File: config.mk
export PLATFORM = sky130hd
export DESIGN_NAME = spi_target_mem
export DESIGN_NICKNAME = d
export VERILOG_FILES = /design/src/rtl/spi_target_mem_pkg.sv /design/src/rtl/spi_target_mem_sync_edge.sv /design/src/rtl/spi_target_mem.sv
export SDC_FILE = /design/constraint.sdc
export NUM_CORES = 1
export LEC_CHECK = 0
export BUFFER_PORTS_ARGS = -buffer_cell sky130_fd_sc_hd__buf_4
export CAP_MARGIN = 20
export CORE_MARGIN = 4
export CORE_UTILIZATION = 47
export CTS_BUF_LIST = sky130_fd_sc_hd__clkbuf_16
export DETAILED_ROUTE_END_ITERATION = 10
export GPL_TIMING_DRIVEN = 0
export PLACE_DENSITY = 0.64
export SYNTH_ARGS = -nofsm -noshare
export SYNTH_HDL_FRONTEND = slang
export SYNTH_SLANG_ARGS = --single-unit
File: constraint.sdc
create_clock -name wb_clk_i -period 4 [get_ports wb_clk_i]
set_input_delay 0.6 -clock wb_clk_i [delete_from_list [all_inputs] [get_ports wb_clk_i]]
set_output_delay 0.6 -clock wb_clk_i [all_outputs]
set_load 0.02 [all_outputs]
File: src/rtl/spi_target_mem_pkg.sv
// spi_target_mem_pkg
// Shared definitions for the SPI target memory: command opcodes and the
// frame-level FSM state encoding used by spi_target_mem.
package spi_target_mem_pkg;

  // Command opcodes carried in the first byte of every frame
  localparam logic [7:0] OP_WRITE = 8'h02;
  localparam logic [7:0] OP_READ  = 8'h03;

  // Frame position: opcode, address, then a run of data bytes
  typedef enum logic [2:0] {
    ST_IDLE,
    ST_CMD,
    ST_ADDR,
    ST_WDATA,
    ST_RDATA,
    ST_IGNORE
  } state_t;

endpackage

File: src/rtl/spi_target_mem_sync_edge.sv
// spi_target_mem_sync_edge
// Brings one asynchronous SPI pin into the system clock domain through a
// SYNC_STG-deep flop chain and flags its rising and falling edges.
// Ports:
//   clk   in  system clock
//   rst   in  synchronous active-high reset
//   d     in  asynchronous pin
//   q     out synchronised level
//   rise  out one-cycle pulse when q goes 0->1
//   fall  out one-cycle pulse when q goes 1->0
module spi_target_mem_sync_edge #(
  parameter int   SYNC_STG = 2,
  parameter logic RST_VAL  = 1'b0
) (
  input  logic clk,
  input  logic rst,
  input  logic d,
  output logic q,
  output logic rise,
  output logic fall
);

  logic [SYNC_STG-1:0] chain;
  logic                prev;

  // Reset value is the pin's idle level so no edge is reported on release
  always_ff @(posedge clk) begin
    if (rst) begin
      chain <= {SYNC_STG{RST_VAL}};
      prev  <= RST_VAL;
    end else begin
      chain <= {chain[SYNC_STG-2:0], d};
      prev  <= chain[SYNC_STG-1];
    end
  end

  assign q    = chain[SYNC_STG-1];
  assign rise = q & ~prev;
  assign fall = ~q & prev;

endmodule

File: src/rtl/spi_target_mem.sv
// spi_target_mem
// SPI mode-0 target giving a controller access to a DEPTH-byte memory.
// Frame: opcode (0x02 write / 0x03 read), address, data bytes; the address
// auto-increments and wraps modulo DEPTH. SCLK/CS/MOSI are oversampled on
// the system clock.
// Ports:
//   wb_clk_i     in  system clock
//   wb_rst_i     in  synchronous active-high reset
//   spi_clk      in  SCLK (CPOL=0, CPHA=0)
//   spi_cs       in  chip select, active low
//   spi_mosi     in  controller->target data, MSB first
//   spi_miso     out target->controller data, MSB first
//   spi_miso_oe  out miso pad drive enable (cs asserted)
//   wr_strobe    out one-cycle pulse per committed write byte
//   wr_addr      out address of last committed byte
//   wr_data      out last committed byte
//   cmd_err      out one-cycle pulse on an unknown opcode
//   xfer_done    out one-cycle pulse at cs release after >=1 full byte
module spi_target_mem
  import spi_target_mem_pkg::*;
#(
  parameter int DEPTH    = 16,
  parameter int SYNC_STG = 2
) (
  input  logic       wb_clk_i,
  input  logic       wb_rst_i,
  input  logic       spi_clk,
  input  logic       spi_cs,
  input  logic       spi_mosi,
  output logic       spi_miso,
  output logic       spi_miso_oe,
  output logic       wr_strobe,
  output logic [7:0] wr_addr,
  output logic [7:0] wr_data,
  output logic       cmd_err,
  output logic       xfer_done
);

  localparam int AW = $clog2(DEPTH);

  logic                sclk_q, sclk_rise, sclk_fall;
  logic                cs_q, cs_rise, cs_fall;
  logic [SYNC_STG-1:0] mosi_chain;
  logic                mosi_q;

  state_t              state;
  logic [2:0]          bit_cnt;
  logic [7:0]          rx_shift;
  logic [7:0]          tx_shift;
  logic [7:0]          rx_next;
  logic [AW-1:0]       addr;
  logic                is_read;
  logic                armed;
  logic                byte_seen;
  logic [7:0]          mem [DEPTH];

  spi_target_mem_sync_edge #(.SYNC_STG(SYNC_STG), .RST_VAL(1'b0)) u_sclk_sync (
    .clk  (wb_clk_i),
    .rst  (wb_rst_i),
    .d    (spi_clk),
    .q    (sclk_q),
    .rise (sclk_rise),
    .fall (sclk_fall)
  );

  spi_target_mem_sync_edge #(.SYNC_STG(SYNC_STG), .RST_VAL(1'b1)) u_cs_sync (
    .clk  (wb_clk_i),
    .rst  (wb_rst_i),
    .d    (spi_cs),
    .q    (cs_q),
    .rise (cs_rise),
    .fall (cs_fall)
  );

  // MOSI goes through the same depth as SCLK so a detected rise lines up
  // with the data bit the controller held stable across that rise
  always_ff @(posedge wb_clk_i) begin
    if (wb_rst_i) begin
      mosi_chain <= '0;
    end else begin
      mosi_chain <= {mosi_chain[SYNC_STG-2:0], spi_mosi};
    end
  end

  assign mosi_q  = mosi_chain[SYNC_STG-1];
  assign rx_next = {rx_shift[6:0], mosi_q};

  // Frame FSM, shift registers, memory and all registered outputs.
  // 'armed' blocks counting a rise until SCLK has been seen low inside the
  // frame, so a controller asserting cs with SCLK high does not gain a bit.
  always_ff @(posedge wb_clk_i) begin
    if (wb_rst_i) begin
      state       <= ST_IDLE;
      bit_cnt     <= '0;
      rx_shift    <= '0;
      tx_shift    <= '0;
      addr        <= '0;
      is_read     <= 1'b0;
      armed       <= 1'b0;
      byte_seen   <= 1'b0;
      spi_miso    <= 1'b0;
      spi_miso_oe <= 1'b0;
      wr_strobe   <= 1'b0;
      wr_addr     <= '0;
      wr_data     <= '0;
      cmd_err     <= 1'b0;
      xfer_done   <= 1'b0;
      for (int i = 0; i < DEPTH; i++) begin
        mem[i] <= 8'h00;
      end
    end else begin
      wr_strobe   <= 1'b0;
      cmd_err     <= 1'b0;
      xfer_done   <= cs_rise & byte_seen;
      spi_miso_oe <= ~cs_q;

      if (cs_q) begin
        // cs released: drop any partial byte and return to idle
        state     <= ST_IDLE;
        bit_cnt   <= '0;
        rx_shift  <= '0;
        tx_shift  <= '0;
        spi_miso  <= 1'b0;
        armed     <= 1'b0;
        byte_seen <= 1'b0;
      end else if (state == ST_IDLE) begin
        if (cs_fall) begin
          state    <= ST_CMD;
          bit_cnt  <= '0;
          rx_shift <= '0;
          armed    <= ~sclk_q;
        end
      end else begin
        if (sclk_fall) begin
          armed <= 1'b1;
          if (state == ST_RDATA) begin
            spi_miso <= tx_shift[7];
            tx_shift <= {tx_shift[6:0], 1'b0};
          end
        end

        if (sclk_rise && armed) begin
          rx_shift <= rx_next;
          bit_cnt  <= bit_cnt + 1'b1;
          if (bit_cnt == 3'd7) begin
            byte_seen <= 1'b1;
            case (state)
              ST_CMD: begin
                if (rx_next == OP_WRITE) begin
                  is_read <= 1'b0;
                  state   <= ST_ADDR;
                end else if (rx_next == OP_READ) begin
                  is_read <= 1'b1;
                  state   <= ST_ADDR;
                end else begin
                  cmd_err <= 1'b1;
                  state   <= ST_IGNORE;
                end
              end
              ST_ADDR: begin
                if (is_read) begin
                  // Prefetch so bit7 can leave on the very next SCLK fall
                  tx_shift <= mem[rx_next[AW-1:0]];
                  addr     <= rx_next[AW-1:0] + 1'b1;
                  state    <= ST_RDATA;
                end else begin
                  addr  <= rx_next[AW-1:0];
                  state <= ST_WDATA;
                end
              end
              ST_WDATA: begin
                mem[addr] <= rx_next;
                wr_strobe <= 1'b1;
                wr_addr   <= 8'(addr);
                wr_data   <= rx_next;
                addr      <= addr + 1'b1;
              end
              ST_RDATA: begin
                tx_shift <= mem[addr];
                addr     <= addr + 1'b1;
              end
              default: begin
              end
            endcase
          end
        end
      end
    end
  end

endmodule

Word level (Yosys, flattened, before mapping)
Memories as Yosys holds them, arrays and structs flattened. A register that Yosys moved wholly into a read port is not among the register bits.
Cells that the tools add are included.
- bitwise gates (word level): 13
- eq/ne operators: 8
- reduce and logical (&&, ||, !) cells: 20
- $add $sub $neg: 3
- mux-type cells: 42
- operators by type and width (cell ; count):
    2-to-1 mux 8 bit ; 6
    2-to-1 mux 3 bit ; 10
    2-to-1 mux 7 bit ; 3
    == test 8 x 2 -> 1 bit (second input constant) ; 2
    2-to-1 mux 1 bit ; 16
    2-to-1 mux 4 bit ; 4
    case mux 8 bit (2 select lines) ; 1
    AND reduction 5 bit ; 2
    nonzero test 2 bit ; 5
    adder 4 x 1 -> 4 bit (second input constant) ; 2
    NOT 1 bit ; 8
    case mux 4 bit (2 select lines) ; 1
    OR reduction 8 bit ; 1
    OR reduction 7 bit ; 1
    == test 3 x 2 -> 1 bit (second input constant) ; 2
    == test 3 bit (second input constant) ; 2
    case mux 3 bit (2 select lines) ; 1
    AND reduction 3 bit ; 2
    AND reduction 6 bit ; 1
    bitwise AND 1 bit ; 5
    AND reduction 2 bit ; 2
    AND reduction 4 bit ; 1
    OR reduction 2 bit ; 2
    adder 3 x 1 -> 3 bit (second input constant) ; 1
    other kinds (5) ; 5
- output and inout port bits: 21
- RAM bits: 128
- word-level logic and storage cells: 107
- memories kept: 1
- register bits: 53
- memories (name ; words ; bits a word ; rd ports ; clocked after memory_dff ; write ports ; line ; RTL):
    mem ; 16 ; 8 ; 2 ; 1 ; 16 ; spi_target_mem.sv:55 ; logic [7:0] mem [DEPTH];

Logic depth before layout (Yosys ltp)
- depth after elaboration: 10
- depth in mapped cells: 9
- gate-level depth less buffers: 7

Modules after synthesis
A second synthesis with hierarchy kept.
- cells, all modules: 851
- area total of the unflattened synthesis: 9739.3 µm²
- modules (own cells, without submodules) (module ; area an instance (µm²) ; cells each ; sequential area each (µm²) ; instances):
    spi_target_mem ; 9555.4 ; 835 ; 4864.7 ; 1
    spi_target_mem_sync_edge at u_cs_sync ; 92.6 ; 8 ; 60.1 ; 1
    spi_target_mem_sync_edge at u_sclk_sync ; 91.3 ; 8 ; 60.1 ; 1

Least setup slack after synthesis
Ideal clock, no wire load.
- path kind: flip-flop to flip-flop
- from: register mosi_chain[1]
- to: register state[2]
- cell stages (with the launch flop): 10
- buffers on the path: 3
- arrival time: 2.208 ns
- library setup time: 0.071 ns
- setup slack: 1.722 ns
- period minus slack after synthesis: 2.278 ns
- cell sequence: dfxtp_1 -> buf_2 -> buf_2 -> clkinv_1 -> buf_1 -> ha_1 -> o2111a_1 -> o31ai_1 -> nand2_1 -> a21oi_1
- word-level cells in the longest chain between the ends: 7
- elaborated cells on any way between the ends: 8
- ends and longest elaborated chain (element ; line ; RTL):
    start, declared ; spi_target_mem.sv:43 ; logic [SYNC_STG-1:0] mosi_chain;
    start signal, assigned ; spi_target_mem.sv:81 ; mosi_chain <= {mosi_chain[SYNC_STG-2:0], spi_mosi};
    == test 8 x 2 -> 1 bit ; spi_target_mem.sv:152 ; end else if (rx_next == OP_READ) begin
    2-to-1 mux 3 bit ; spi_target_mem.sv:152 ;
    2-to-1 mux 3 bit (*) ; spi_target_mem.sv:149 ; if (rx_next == OP_WRITE) begin
    case mux 3 bit (2 select lines) (*) ; spi_target_mem.sv:147 ; case (state)
    2-to-1 mux 3 bit (*) ; spi_target_mem.sv:145 ; if (bit_cnt == 3'd7) begin
    2-to-1 mux 3 bit (*) ; spi_target_mem.sv:142 ; if (sclk_rise && armed) begin
    2-to-1 mux 3 bit (*) ; spi_target_mem.sv:126 ; end else if (state == ST_IDLE) begin
    end signal, assigned ; spi_target_mem.sv:128 ; state <= ST_CMD;
    end signal, assigned ; spi_target_mem.sv:151 ; state <= ST_ADDR;
    end signal, assigned ; spi_target_mem.sv:154 ; state <= ST_ADDR;
    end, declared ; spi_target_mem.sv:46 ; state_t state;
Mark *: on every way between the ends. The rest lies on a longest branch, timed or not. The select of a mux whose other input is x is not followed.
A chain may end at the register's enable or synchronous reset.

==> flow_metrics.env <==
export IMPL_worstMarginPinSlew_ps=940
export IMPL_grt_total_usage=0.248
export IMPL_ctsHoldBuffers=0
export IMPL_via_per_inst=6.19
export IMPL_yosysSeqAreaShare=0.529
export IMPL_cts_tree="built"
export IMPL_synth_edff_count=128
export IMPL_ant_nets=0
export IMPL_fp_dieH_um=150
export IMPL_placementRows=51
export IMPL_cp_start_kind="flop"
export IMPL_dieArea_mm2=0.0224
export IMPL_die_w_um=150
export IMPL_core_mm2=0.0196
export IMPL_initial_core_util=0.481
export IMPL_cts_buffers=17
export IMPL_rsz0062_at_grt="no"
export IMPL_slew_violations=0
export IMPL_clock_sinks=185
export IMPL_antenna_found_initial=0
export IMPL_cpPeakStageDelay_ps=800
export IMPL_cap_violations=0
export IMPL_grt_pass1_vias=6562
export IMPL_clk_latency_ps=440
export IMPL_cts_setup_buffers=0
export IMPL_synth_top_cell_area_share=0.408
export IMPL_synth_area_leader_cell="edfxtp_1"
export IMPL_period_share=0.840
export IMPL_ys_flop_type="edfxtp_1"
export IMPL_antenna_cells=0
export IMPL_grt_max_degree=19
export IMPL_ys_ff_latch=185
export IMPL_fin_tns_setup_ps=0
export IMPL_crit_path_max_fanout=8
export IMPL_final_cell_mix="edfxtp_1, and2_1, mux2i_1"
export IMPL_fin_cells=1095
export IMPL_cp_data_arrival_time_ps=3470
export IMPL_dp_hpwl_mm=19.3
export IMPL_grt_pass1_wl_mm=40.4
export IMPL_htreeDepth=4
export IMPL_syn_area_mm2=0.00943
export IMPL_vias=6777
export IMPL_ios=26
export IMPL_final_common_cell="edfxtp_1"
export IMPL_finalSetupViolCount=0
export IMPL_root_buffer="clkbuf_16"
export IMPL_fin_crit_ps=3360
export IMPL_synth_cell_types=57
export IMPL_worst_ep_required_time_ps=4110
export IMPL_syn_instance_count=774
export IMPL_drtIter0Drc=902
export IMPL_synth_async_reset_ratio=0
export IMPL_placedCellCount=1063
export IMPL_firstDrtPassIters=6
export IMPL_status="finished clean"
export IMPL_crit_top_cell="ha_1"
export IMPL_avgSynthCellArea_um2=12.2
export IMPL_io_buffers=21
export IMPL_finalPower_mw=3.95
export IMPL_wl_per_cell_um=24.9
export IMPL_end_kind="flop"
export IMPL_final_layout_size_suffix_gt1_frac=0.171
export IMPL_ir_drop_v=0.000332
export IMPL_p_per_area_mw_per_mm2=376
export IMPL_synth_area_leaders="edfxtp_1, dfxtp_1, mux4_2"
export IMPL_cp_slowest_cell="nor2_1"
export IMPL_max_slew_margin_rel=0.371
export IMPL_path_cells="ha_1 > ha_1 > nand4b_4 > nor3_2 > nand3b_1 > nor2_1 > or2_2"
export IMPL_fmax_mhz=297
export IMPL_grt_overflow_total=0
export IMPL_cts_root_to_sink_buffers=2
export IMPL_p_leak_nw=3.47
export IMPL_whs_ps=349
export IMPL_min_path_type="in -> reg"
export IMPL_drc=0
export IMPL_cts_clk_slew_worst_paths_ps=80
export IMPL_routed_wl_mm=27.2
export IMPL_hold_viol=0
export IMPL_yosys_warnings=0
export IMPL_crit_type="reg -> reg"
export IMPL_syn2layout_area_growth_pct=11.2
export IMPL_fin_nets=830
export IMPL_gp_congestion=0.910
export IMPL_cts_resized_gates=0
export IMPL_fin_skew_ps=11.9
## kinds of logic after synthesis
logic type      share of synthesized area
mux                                 0.162
compound gates                     0.0732
flops                               0.529
other cells                      0.000398
fa+ha+maj                          0.0106
buf+inv                            0.0313
xor+xnor                          0.00279
simple gates                        0.191
## final timing paths
path | to | cells after the start | slack [ps] | from
setup / recovery | mem[0][5]$_SDFFCE_PN0P_ | 7 | 640 | bit_cnt[0]$_SDFFE_PP0P_
hold / removal | u_cs_sync.chain[0]$_SDFF_PP1_ | 2 | 350 | spi_cs
setup reg to reg | mem[0][5]$_SDFFCE_PN0P_ | 7 | 640 | bit_cnt[0]$_SDFFE_PP0P_
hold reg to reg | u_cs_sync.chain[1]$_SDFF_PP1_ | 1 | 410 | u_cs_sync.chain[0]$_SDFF_PP1_
## through the flow
step	utilization	cell area, µm²	setup WS, ps
detailed placement	0.507	9930	808
finish	0.536	10500	638
CTS	0.536	10500	773
global route	0.536	10500	568
floorplan	-	9440	1720
global placement	0.507	9930	853
## report_power, final
group          total, mW  switching (mW)  leakage [nW]  internal [mW]
clock network       1.63           0.808         0.275          0.821
registers           2.16          0.0453          1.68           2.11
logic              0.163          0.0937          1.52         0.0695
## critical path: cells and delay by family (launching register included)
kind,cells,cell delay [ps]
adder cells (fa/ha/maj),2,490
flip-flops,1,370
AND/OR/NAND/NOR,5,2160
## Yosys cell counts, types with 2 or more instances
master     instances
a211oi_1           2
a21oi_1           16
a22oi_1           45
a311oi_1           2
a32oi_1            3
and2_1           116
and3_1            10
and3b_1            2
buf_1              8
buf_2             14
buf_4              5
clkbuf_1          33
dfxtp_1           57
edfxtp_1         128
ha_1               8
inv_1              5
mux2i_1           67
mux4_2            38
nand2_1           21
nand2b_1           5
nand3_1           18
nand3b_1           3
nand4_1           15
nor2_1            55
nor2b_1           13
nor3_1            20
nor3_2             2
nor3b_2            2
nor4_1             2
o211ai_1           3
o21ai_0            6
o2bb2ai_1          6
or2_2             19
xor2_1             2
## metal layers
layer	GRT usage	wire length, µm	vias to the layer above
met2	0.376	12400	392
met4	0.102	836	0
met1	0.357	11700	3364
li1	-	-	2965
met3	0.0403	2280	56
met5	0	0	-
## final cells by class
type | count | area [µm²]
clock inverter | 15 | 134
tap | 265 | 332
buffer | 61 | 273
fill | 1704 | 9100
clock buffer | 17 | 425
timing repair buffer | 21 | 158
sequential | 185 | 4980
inverter | 6 | 22.5
multi-input combinational | 525 | 4160
## sequential cells by signal, indices dropped and copies added, names as in the netlist, 2 cells and up, named ones only
name               flops
addr                   4
bit_cnt                3
mem                  128
mosi_chain             2
rx_shift               7
state                  3
tx_shift               8
u_cs_sync.chain        2
u_sclk_sync.chain      2
wr_addr                4
wr_data                8
Power figures use the tool's default switching activity.
